[config.mk]
export PLATFORM = sky130hd
export DESIGN_NAME = uart_bus_bridge
export DESIGN_NICKNAME = d
export VERILOG_FILES = /design/src/rtl/uart_bus_bridge.sv
export SDC_FILE = /design/constraint.sdc
export NUM_CORES = 1
export LEC_CHECK = 0
export CAP_MARGIN = 20
export CORE_ASPECT_RATIO = 0.9
export CORE_MARGIN = 2
export CORE_UTILIZATION = 43
export DETAILED_ROUTE_END_ITERATION = 10
export SETUP_SLACK_MARGIN = 0.5
export SLEW_MARGIN = 15
export SYNTH_ARGS = -nofsm -noshare
export SYNTH_HDL_FRONTEND = slang
export SYNTH_SLANG_ARGS = --single-unit
[constraint.sdc]
create_clock -name clk -period 2.2 [get_ports clk]
set_input_delay 0.22 -clock clk [delete_from_list [all_inputs] [get_ports clk]]
set_output_delay 0.22 -clock clk [all_outputs]
set_load 0.005 [all_outputs]
[src/rtl/uart_bus_bridge.sv]
// uart_bus_bridge: CPU-side initiator for the UART controller's req/ack data
// interface. A four-register map on a single-cycle peripheral bus feeds a TX
// FIFO and drains an RX FIFO; two independent four-phase handshake engines
// move bytes between the FIFOs and the controller.
//
// TX engine states
//   state  | meaning
//   T_IDLE | no transfer outstanding; launch one when enabled and TX has data
//   T_REQ  | tx_data_req high, tx_data held, waiting for ack=1
//   T_REL  | req dropped, waiting for ack=0 before the next transfer
//
// RX engine states
//   state  | meaning
//   R_IDLE | no transfer outstanding; launch one when enabled and RX has room
//   R_REQ  | rx_data_req high, waiting for ack=1 to capture rx_data
//   R_REL  | req dropped, waiting for ack=0 before the next transfer
module uart_bus_bridge #(
    parameter int FIFO_DEPTH = 8
) (
    input  logic       clk,
    input  logic       rst,
    input  logic [1:0] addr,
    input  logic       rd,
    input  logic       wr,
    input  logic [7:0] wdata,
    output logic [7:0] rdata,
    output logic       irq,
    output logic       en,
    output logic       rx_data_req,
    input  logic [7:0] rx_data,
    input  logic       rx_data_ack,
    output logic       tx_data_req,
    output logic [7:0] tx_data,
    input  logic       tx_data_ack
);

    localparam int AW = $clog2(FIFO_DEPTH);

    localparam logic [AW:0]   FULL_CNT = (AW + 1)'(FIFO_DEPTH);
    localparam logic [AW:0]   CNT_ONE  = (AW + 1)'(1);
    localparam logic [AW-1:0] PTR_ONE  = AW'(1);

    localparam logic [1:0] ADDR_DATA   = 2'd0;
    localparam logic [1:0] ADDR_STATUS = 2'd1;
    localparam logic [1:0] ADDR_CTRL   = 2'd2;

    localparam logic [1:0] T_IDLE = 2'd0;
    localparam logic [1:0] T_REQ  = 2'd1;
    localparam logic [1:0] T_REL  = 2'd2;

    localparam logic [1:0] R_IDLE = 2'd0;
    localparam logic [1:0] R_REQ  = 2'd1;
    localparam logic [1:0] R_REL  = 2'd2;

    // control register and sticky overflow flag
    logic rx_ie;
    logic tx_ie;
    logic tx_drop;

    // FIFO storage and bookkeeping
    logic [7:0]    tx_mem [FIFO_DEPTH];
    logic [AW-1:0] tx_wptr;
    logic [AW-1:0] tx_rptr;
    logic [AW:0]   tx_count;

    logic [7:0]    rx_mem [FIFO_DEPTH];
    logic [AW-1:0] rx_wptr;
    logic [AW-1:0] rx_rptr;
    logic [AW:0]   rx_count;

    logic [1:0] tx_state;
    logic [1:0] rx_state;

    // bus decode and FIFO flags, all from pre-edge state
    logic data_wr;
    logic data_rd;
    logic status_wr;
    logic ctrl_wr;
    logic tx_full;
    logic tx_empty;
    logic rx_valid;
    logic rx_full;
    logic tx_push;
    logic tx_pop;
    logic rx_push;
    logic rx_pop;

    // decode strobes and derive FIFO push/pop qualifiers
    always_comb begin
        data_wr   = wr && (addr == ADDR_DATA);
        data_rd   = rd && (addr == ADDR_DATA);
        status_wr = wr && (addr == ADDR_STATUS);
        ctrl_wr   = wr && (addr == ADDR_CTRL);

        tx_full   = (tx_count == FULL_CNT);
        tx_empty  = (tx_count == '0);
        rx_valid  = (rx_count != '0);
        rx_full   = (rx_count == FULL_CNT);

        // the full check deliberately ignores a same-edge engine pop
        tx_push   = data_wr && !tx_full;
        tx_pop    = (tx_state == T_REQ) && tx_data_ack;
        // room was guaranteed when the request was issued, so no full check
        rx_push   = (rx_state == R_REQ) && rx_data_ack;
        rx_pop    = data_rd && rx_valid;
    end

    // level interrupt from registered state only
    assign irq = (rx_ie && rx_valid) || (tx_ie && tx_empty);

    // TX FIFO storage (no reset needed; contents are qualified by the count)
    always_ff @(posedge clk) begin
        if (tx_push) begin
            tx_mem[tx_wptr] <= wdata;
        end
    end

    // TX FIFO pointers and occupancy
    always_ff @(posedge clk or negedge rst) begin
        if (!rst) begin
            tx_wptr  <= '0;
            tx_rptr  <= '0;
            tx_count <= '0;
        end else begin
            if (tx_push) begin
                tx_wptr <= tx_wptr + PTR_ONE;
            end
            if (tx_pop) begin
                tx_rptr <= tx_rptr + PTR_ONE;
            end
            case ({tx_push, tx_pop})
                2'b10:   tx_count <= tx_count + CNT_ONE;
                2'b01:   tx_count <= tx_count - CNT_ONE;
                default: tx_count <= tx_count;
            endcase
        end
    end

    // RX FIFO storage
    always_ff @(posedge clk) begin
        if (rx_push) begin
            rx_mem[rx_wptr] <= rx_data;
        end
    end

    // RX FIFO pointers and occupancy
    always_ff @(posedge clk or negedge rst) begin
        if (!rst) begin
            rx_wptr  <= '0;
            rx_rptr  <= '0;
            rx_count <= '0;
        end else begin
            if (rx_push) begin
                rx_wptr <= rx_wptr + PTR_ONE;
            end
            if (rx_pop) begin
                rx_rptr <= rx_rptr + PTR_ONE;
            end
            case ({rx_push, rx_pop})
                2'b10:   rx_count <= rx_count + CNT_ONE;
                2'b01:   rx_count <= rx_count - CNT_ONE;
                default: rx_count <= rx_count;
            endcase
        end
    end

    // CTRL register and sticky TX overflow flag
    always_ff @(posedge clk or negedge rst) begin
        if (!rst) begin
            en      <= 1'b0;
            rx_ie   <= 1'b0;
            tx_ie   <= 1'b0;
            tx_drop <= 1'b0;
        end else begin
            if (ctrl_wr) begin
                en    <= wdata[0];
                rx_ie <= wdata[1];
                tx_ie <= wdata[2];
            end
            if (status_wr) begin
                tx_drop <= 1'b0;
            end else if (data_wr && tx_full) begin
                tx_drop <= 1'b1;
            end
        end
    end

    // registered read data; holds its value between reads
    always_ff @(posedge clk or negedge rst) begin
        if (!rst) begin
            rdata <= 8'h00;
        end else if (rd) begin
            case (addr)
                ADDR_DATA:   rdata <= rx_valid ? rx_mem[rx_rptr] : 8'h00;
                ADDR_STATUS: rdata <= {4'b0000, tx_drop, tx_full, tx_empty, rx_valid};
                ADDR_CTRL:   rdata <= {5'b00000, tx_ie, rx_ie, en};
                default:     rdata <= 8'h00;
            endcase
        end
    end

    // TX handshake engine; en only gates the launch of a new transfer
    always_ff @(posedge clk or negedge rst) begin
        if (!rst) begin
            tx_state    <= T_IDLE;
            tx_data_req <= 1'b0;
            tx_data     <= 8'h00;
        end else begin
            case (tx_state)
                T_IDLE: begin
                    if (en && !tx_empty) begin
                        tx_data     <= tx_mem[tx_rptr];
                        tx_data_req <= 1'b1;
                        tx_state    <= T_REQ;
                    end
                end
                T_REQ: begin
                    if (tx_data_ack) begin
                        tx_data_req <= 1'b0;
                        tx_state    <= T_REL;
                    end
                end
                T_REL: begin
                    if (!tx_data_ack) begin
                        tx_state <= T_IDLE;
                    end
                end
                default: begin
                    tx_data_req <= 1'b0;
                    tx_state    <= T_IDLE;
                end
            endcase
        end
    end

    // RX handshake engine; a request is only raised while a slot is free
    always_ff @(posedge clk or negedge rst) begin
        if (!rst) begin
            rx_state    <= R_IDLE;
            rx_data_req <= 1'b0;
        end else begin
            case (rx_state)
                R_IDLE: begin
                    if (en && !rx_full) begin
                        rx_data_req <= 1'b1;
                        rx_state    <= R_REQ;
                    end
                end
                R_REQ: begin
                    if (rx_data_ack) begin
                        rx_data_req <= 1'b0;
                        rx_state    <= R_REL;
                    end
                end
                R_REL: begin
                    if (!rx_data_ack) begin
                        rx_state <= R_IDLE;
                    end
                end
                default: begin
                    rx_data_req <= 1'b0;
                    rx_state    <= R_IDLE;
                end
            endcase
        end
    end

endmodule

==> metrics.md <==
| Metric | Value |
|---|---|
| Status | finished, violations left |
| Failing checks | setup timing |
| CTS tree | built |
| Hold crit path type | in2async |
| Number of synthesized flops with an enable pin | between 100 and 150 |
| Asr flop ratio synth | around a quarter |
| Routed Antenna Nets | 0 |
| Row count | 44 |
| NetSw | around 3.3 mW |
| Post-Route Utilization | between 50% and 60% |
| Synthesized area | 7050 µm² |
| 1st-pass router iterations | 4 |
| Top cell type's share of synthesized area | a little over half |
| DR WL/cell | 18.9 µm |
| Synth Instances | 403 |
| Worst skew pair latency | about 430 ps |
| Synth area leaders | edfxtp_1 (55%), dfrtp_1 (16%), mux4_2 (9.9%) |
| Die H | ~130 µm |
| Switching share of power | between 20 and 30% |
| Post-route cell area | 9450 µm² |
| Ant diodes | 0 |
| DRT iter0 DRCs | around 240 |
| Vias in the first global route | roughly 4,000 |
| Die ar. | 17,400 µm² |
| Unrepaired setup endpoints after global routing | true |
| Distinct cells, synth | 53 |
| Clock share of power | 27.2% |
| Cell taking the most area after synthesis | edfxtp_1 |
| Sequential share of power | between 40% and 50% |
| Final setup violation count | 5 |
| Port bufs | 43 |
| Worst setup slack after layout | -72.8 ps |
| GP Congestion | between 0.7 and 0.8 |
| Crit path kind | reg2reg |
| Drt drc | 0 |
| Skew final | 11.3 ps |
| Io pins | 44 |
| H-tree Lvls | 4 |
| MaxCap Viol Count | 0 |
| Most frequent cells in the layout | edfxtp_1 (128), buf_4 (51), dfrtp_1 (42) |
| Tmin final | approximately 2300 ps |
| Worst path required time | between 2000 and 3000 ps |
| Final Hold Viols | 0 |
| Mapped Nets | between 400 and 500 |
| Core area | 16,100 µm² |
| Initial Util | between 40% and 50% |
| CTS max path bufs | 2 |
| Static leakage | between 3 and 4 nW |
| DP Worst Slack | -170 ps |
| Clk sink count | between 150 and 200 |
| Combinational share of power | around a third |
| Design Power | around 11 mW |
| DR vias | roughly 3,900 |
| Final nets | 569 |
| Most common flop cell mapped by yosys | edfxtp_1 |
| Register area share after synthesis | just over 70% |
| CP arrival | approximately 2600 ps |
| Ys Warns | 0 |
| Commonest non-fill, non-tap cell in the layout | edfxtp_1 |
| Pwr/cell area | between 1000 and 1500 nW/µm² |
| CP Capture Type | flop |
| Global route total overflow | 0 |
| First-pass GRT wire length | about 22,000 µm |
| Largest net degree at the start of global routing | 21 |
| Routed WL | 14,300 µm |
| Internal power | slightly below 8 mW |
| VDD IR max | 863 µV |
| Period utilization | 103% |
| Final slew viol count | 0 |
| Initial antenna violation count | 0 |
| Die width | around 140 µm |
| DR vias/cell | slightly above 5 |
| Startpoint Class | flop |
| Reg clk slew, reported paths | 70 ps |
| Actual slew at the worst max-slew pin | between 500 and 600 ps |
| Hpwl dp | 9360 µm |
| Max-slew headroom | 61.3% |
| Number of synthesized register bits | about 170 |
| Crit path max fanout | 3 |
| Root Buffer | clkbuf_16 |
| Total CTS buffers | 17 |
| Synthesized area per cell | 17.5 µm² |
| Layout area overhead | 34.0% |
| Share of cells above drive strength 1 | approximately 39% |
| GRT Overall Usage | around 17% |
| Highest clock rate | about 0.44 GHz |
| Placed inst area | just over 8000 µm² |
-- area by class of cell --
class                           count  area (µm²)
Tap cell                          207         259
Fill cell                        1194        6630
Clock buffer                       19         443
Clock inverter                     13         151
Inverter                            7        36.3
Multi-Input combinational cell    208        2310
Timing Repair Buffer              127        1250
Sequential cell                   174        5000
-- path summary, 6_finish.rpt --
path | start | endpoint | slack (ps) | depth (start not counted)
worst max-delay path | rx_count[2] | rx_count[2] | -70 | 11
worst min-delay path | rst | tx_count[3] | 310 | 2
worst max register to register | rx_count[2] | rx_count[2] | -70 | 11
worst min register to register | tx_data[1] | tx_data[1] | 480 | 2
max in group asynchronous | rst | en | 1240 | 3
min in group clk | tx_data_ack | tx_state[1] | 400 | 3
-- synthesized netlist by cell type (3+ instances only) --
library cell and count:
edfxtp_1 128, dfrtp_1 46, nand2_1 33, mux4_2 31, nor2_1 17, o21ai_0 11
a21oi_1 10, ha_1 10, xnor2_1 10, mux2i_1 9, nand2b_1 8, nor2b_1 8
nor3_1 8, xor2_1 8, mux2_2 6, inv_1 5, a221o_1 4, clkbuf_8 4
and2b_1 3, buf_2 3, clkbuf_1 3
-- routing by layer --
layer / track usage, % / wire length (µm) / vias to the layer above
met5: 0 / 0 / -
met3: 4.02 / 358 / 12
met4: 6.36 / 184 / 0
li1: - / - / 1832
met1: 21.1 / 6140 / 2006
met2: 29.2 / 7580 / 51
-- stage by stage --
step           instances  hold WS [ps]  setup TNS (ps)
6_report             755           310            -203
5_1_grt              755           337            -613
4_1_cts              737           303            -157
3_5_place_dp         693           233            -295
3_3_place_gp         693           228           -92.4
2_1_floorplan        403         -75.6               0
-- sequential cells by signal (all words and copies together) (netlist names) --
register / flops
rx_count: 4
rx_data_req: 1
rdata: 8
tx_state: 2
rx_state: 2
tx_wptr: 3
rx_ie: 1
tx_data: 8
tx_data_req: 1
tx_drop: 1
rx_mem: 64
tx_rptr: 3
tx_count: 4
rx_wptr: 3
tx_ie: 1
tx_mem: 64
en: 1
rx_rptr: 3
-- cell families (layout without fill, tap and decap cells) --
kind of cell,after synthesis,in the layout,share of synthesized area (%)
xor+xnor,18,18,2.24
simple gates,94,94,7.08
compound gates,39,39,3.60
flops,174,174,70.8
buf+inv,21,166,1.95
mux,47,47,12.5
fa+ha+maj,10,10,1.77
-- critical path, cell delays in order, from the launching register on --
cell and delay [ps]:
dfrtp_1 390, or4_4 570, buf_6 140, nand3_4 70, inv_6 50, ha_4 150
xor2_1 160, ha_2 180, a21oi_2 110, xor2_1 140, nor2_1 60, xor2_1 130
-- power by group through the flow --
stage	sequential [mW]	clock, mW	combinational (mW)
final	4.61	3.02	3.49
after global routing	4.69	3.22	3.79
after CTS	4.60	3.08	3.02
after global placement	4.63	0	2.79
after floorplan	4.44	0	2.05
after detailed placement	4.66	0	2.87
-- repair_timing --
| item | in CTS | in global routing |
|---|---|---|
| pin swaps | 15 | 15 |
| hold buffers | 1 | 0 |
| gates cloned | 0 | 3 |
| setup endpoints to repair | 140 | 155 |
| setup buffers | 11 | 15 |
| resized for setup | 34 | 49 |
| endpoints found under the hold margin | 18 | 0 |
Note: power is estimated with default switching activity, not from simulation.
==> patch: new RTL, same settings <==
Set the parameter `FIFO_DEPTH` to 32 (it was 8).
--- a/src/rtl/uart_bus_bridge.sv
+++ b/src/rtl/uart_bus_bridge.sv
@@ -15,7 +15,7 @@
 //   R_REQ  | rx_data_req high, waiting for ack=1 to capture rx_data
 //   R_REL  | req dropped, waiting for ack=0 before the next transfer
 module uart_bus_bridge #(
-    parameter int FIFO_DEPTH = 8
+    parameter int FIFO_DEPTH = 32
 ) (
     input  logic       clk,
     input  logic       rst,
Behaviour: not the same (a bounded check fails within 10 cycles, from zero or initial values and one cycle with rst low).
==> patch against the unedited design <==
- cell area rose to 3.1 times the old value
- total power rose to 3.1 times the old value
- critical endpoint is now rx_count[4]
- core utilization down 3.5 points
- routed wire length rose to 3.6 times the old value
- sequential cell count up 396
- combinational power rose to 3.4 times the old value
- clock skew up 0.016 ns
- synthesized area rose to 3.2 times the old value
- the run still ends with setup timing left
- setup slack worse by 0.36 ns
- count of clock-buffer cells in the layout up 54
==> patch: results (changes against the unedited design) <==
| Metric | Value |
|---|---|
| Final HPWL DP | 31400 µm (+240%) |
| Reg clk slew, reported paths | 0.06 ns |
| RD Place Congestion | 0.795 (+8.0%) |
| Max-slew headroom | 53.0% (-8.3 points) |
| Diode count | 0 (unchanged) |
| Outcome | finished, violations left |
| Vias in the first global route | 12300 (+210%) |
| Largest net degree at the start of global routing | 36 (+71%) |
| Root Buffer | clkbuf_16 |
| Initial antenna violation count | 0 (unchanged) |
| Layout cells sized above 1 | 39.7% (+0.33 points) |
| DRT Pass-1 Iters | 6 (+2) |
| Global-route wire length before repair | 76400 µm (+240%) |
| Synth cell count leaders | edfxtp_1, mux4_2, nor2_1 |
| Synth async-reset ratio | 10.2% (-16 points) |
| CP delay by family, top | simple AND/OR/NAND/NOR gates |
| Post-Synthesis Cells | 1199 (+200%) |
| Hold Crit Class | input pin to asynchronous set/reset pin |
| Setup tns final | -1.60 ns (-1.39 ns) |
| Number of synthesized flops with an enable pin | 512 (+300%) |
| Failing checks | setup timing |
| H-tree levels | 2 (-2) |
| Inst Count DP | 2027 (+190%) |
| Setup violations, final | 10 (+5) |
| Clk_skew | 0.0273 ns (+0.0160 ns) |
| Synth top area cells | edfxtp_1, mux4_2, dfrtp_1 |
| Filler cell count | 3928 (+230%) |
| Synth Warn # | 0 (unchanged) |
| Sequential area share after synthesis | 73.6% (+2.7 points) |
| Setup WS pre-CTS | -0.535 ns (-0.365 ns) |
| # port buffers | 43 (unchanged) |
| Worst Path Arrival | 3.13 ns (+0.54 ns) |
| Final WL | 50900 µm (+260%) |
| Main synth FF type | edfxtp_1 |
| Crit Path Max Fanout | 4 (+1) |
| Max VDD drop | 694 µV (-20%) |
| Vias/cell | 5.44 (+5.2%) |
| Clock buffer count from CTS | 57 (+40) |
| Gr usage total | 18.8% (+1.9 points) |
| Internal | 23.4 mW (+200%) |
| DRT iter0 DRCs | 957 (+300%) |
| Worst setup margin | -0.430 ns (-0.357 ns) |
| Top flop regs | rx_mem x256, tx_mem x256 |
| Post-Synthesis Net Count | 1239 (+180%) |
| Highest cell delay on the worst timing path | 0.56 ns |
| Pleak | 9.63 nW (+180%) |
| Antenna viol nets, final | 0 (unchanged) |
| Critical-path top delay cell | or4_4 |
| Final net count | 1489 (+160%) |
| Yosys cell types | 60 (+13%) |
| Skew-Pair Late Insertion Delay | 0.63 ns (+0.20 ns) |
| Post-DR wirelength/cell | 23.2 µm (+23%) |
| CTS max path bufs | 3 (+1) |
## patch: changes by cell type after synthesis, sizes merged, moves of 13 or more
| cell | before | now |
|---|---|---|
| o221ai | 1 | 16 |
| buf | 6 | 43 |
| a22o | 1 | 14 |
| a211oi | 1 | 14 |
| mux4 | 32 | 112 |
| edfxtp | 128 | 512 |
| a21oi | 10 | 45 |
| nor2 | 17 | 88 |
| mux2i | 9 | 56 |
| clkbuf | 8 | 22 |
| a22oi | 2 | 23 |
## patch: final timing paths
kind / startpoint / to / slack (ns) / cells after the start
setup / recovery: rx_count[3] / rx_count[4] / -0.43 / 12
hold / removal: rst / tx_wptr[4] / 0.19 / 2
setup reg to reg: rx_count[3] / rx_count[4] / -0.43 / 12
hold reg to reg: tx_data_req / tx_data_req / 0.48 / 1
max in group asynchronous: rst / tx_data[7] / 1.37 / 3
min in group clk: tx_data_ack / tx_state[1] / 0.22 / 3
## patch: per-layer routing
metal / vias up / track usage, % / wire length (µm)
met4: 0 / 4.59 / 944
met2: 297 / 27.8 / 23200
met1: 6223 / 28.8 / 23900
met3: 64 / 3.84 / 2870
met5: - / 0 / 0
li1: 5347 / - / -
## patch: power by group through the flow
stage | clock network, mW | logic [mW] | registers, mW
after floorplan | 0 | 6.89 | 13.0
after global placement | 0 | 9.72 | 13.4
after detailed placement | 0 | 9.80 | 13.4
after CTS | 9.22 | 11.3 | 13.2
after global routing | 9.60 | 12.7 | 13.3
final | 9.01 | 11.9 | 13.2
## patch: area by class of cell
class	instances	share of cell area, %
Inverter	17	0.245
Timing Repair Buffer	255	10.4
Sequential cell	570	57.8
Clock inverter	34	0.786
Clock buffer	73	5.17
Multi-Input combinational cell	548	22.7
Tap cell	697	2.99
## patch: what timing repair did
item	in CTS	in global routing
pin swaps	76	32
resized for setup	145	46
hold endpoints to repair	22	0
hold buffers	1	0
setup endpoints to repair	566	554
gates cloned	3	2
setup buffers	43	11
## patch: stage by stage
stage	hold slack, ns	area, µm²
after global placement	0.297	26000
after detailed placement	0.298	26000
after global routing	0.219	29100
final	0.190	29100
after CTS	0.176	28800
after floorplan	-0.0756	23500
## patch: kinds of logic after synthesis
logic type,after synthesis,share of synthesized area (%)
and+or+nand+nor,183,4.09
xor gates and xnor gates,30,1.15
adders and majority gates,16,0.875
DFF,570,73.6
AOI/OAI and AO/OA,144,4.40
muxes,174,13.8
buffers and inverters,82,2.12
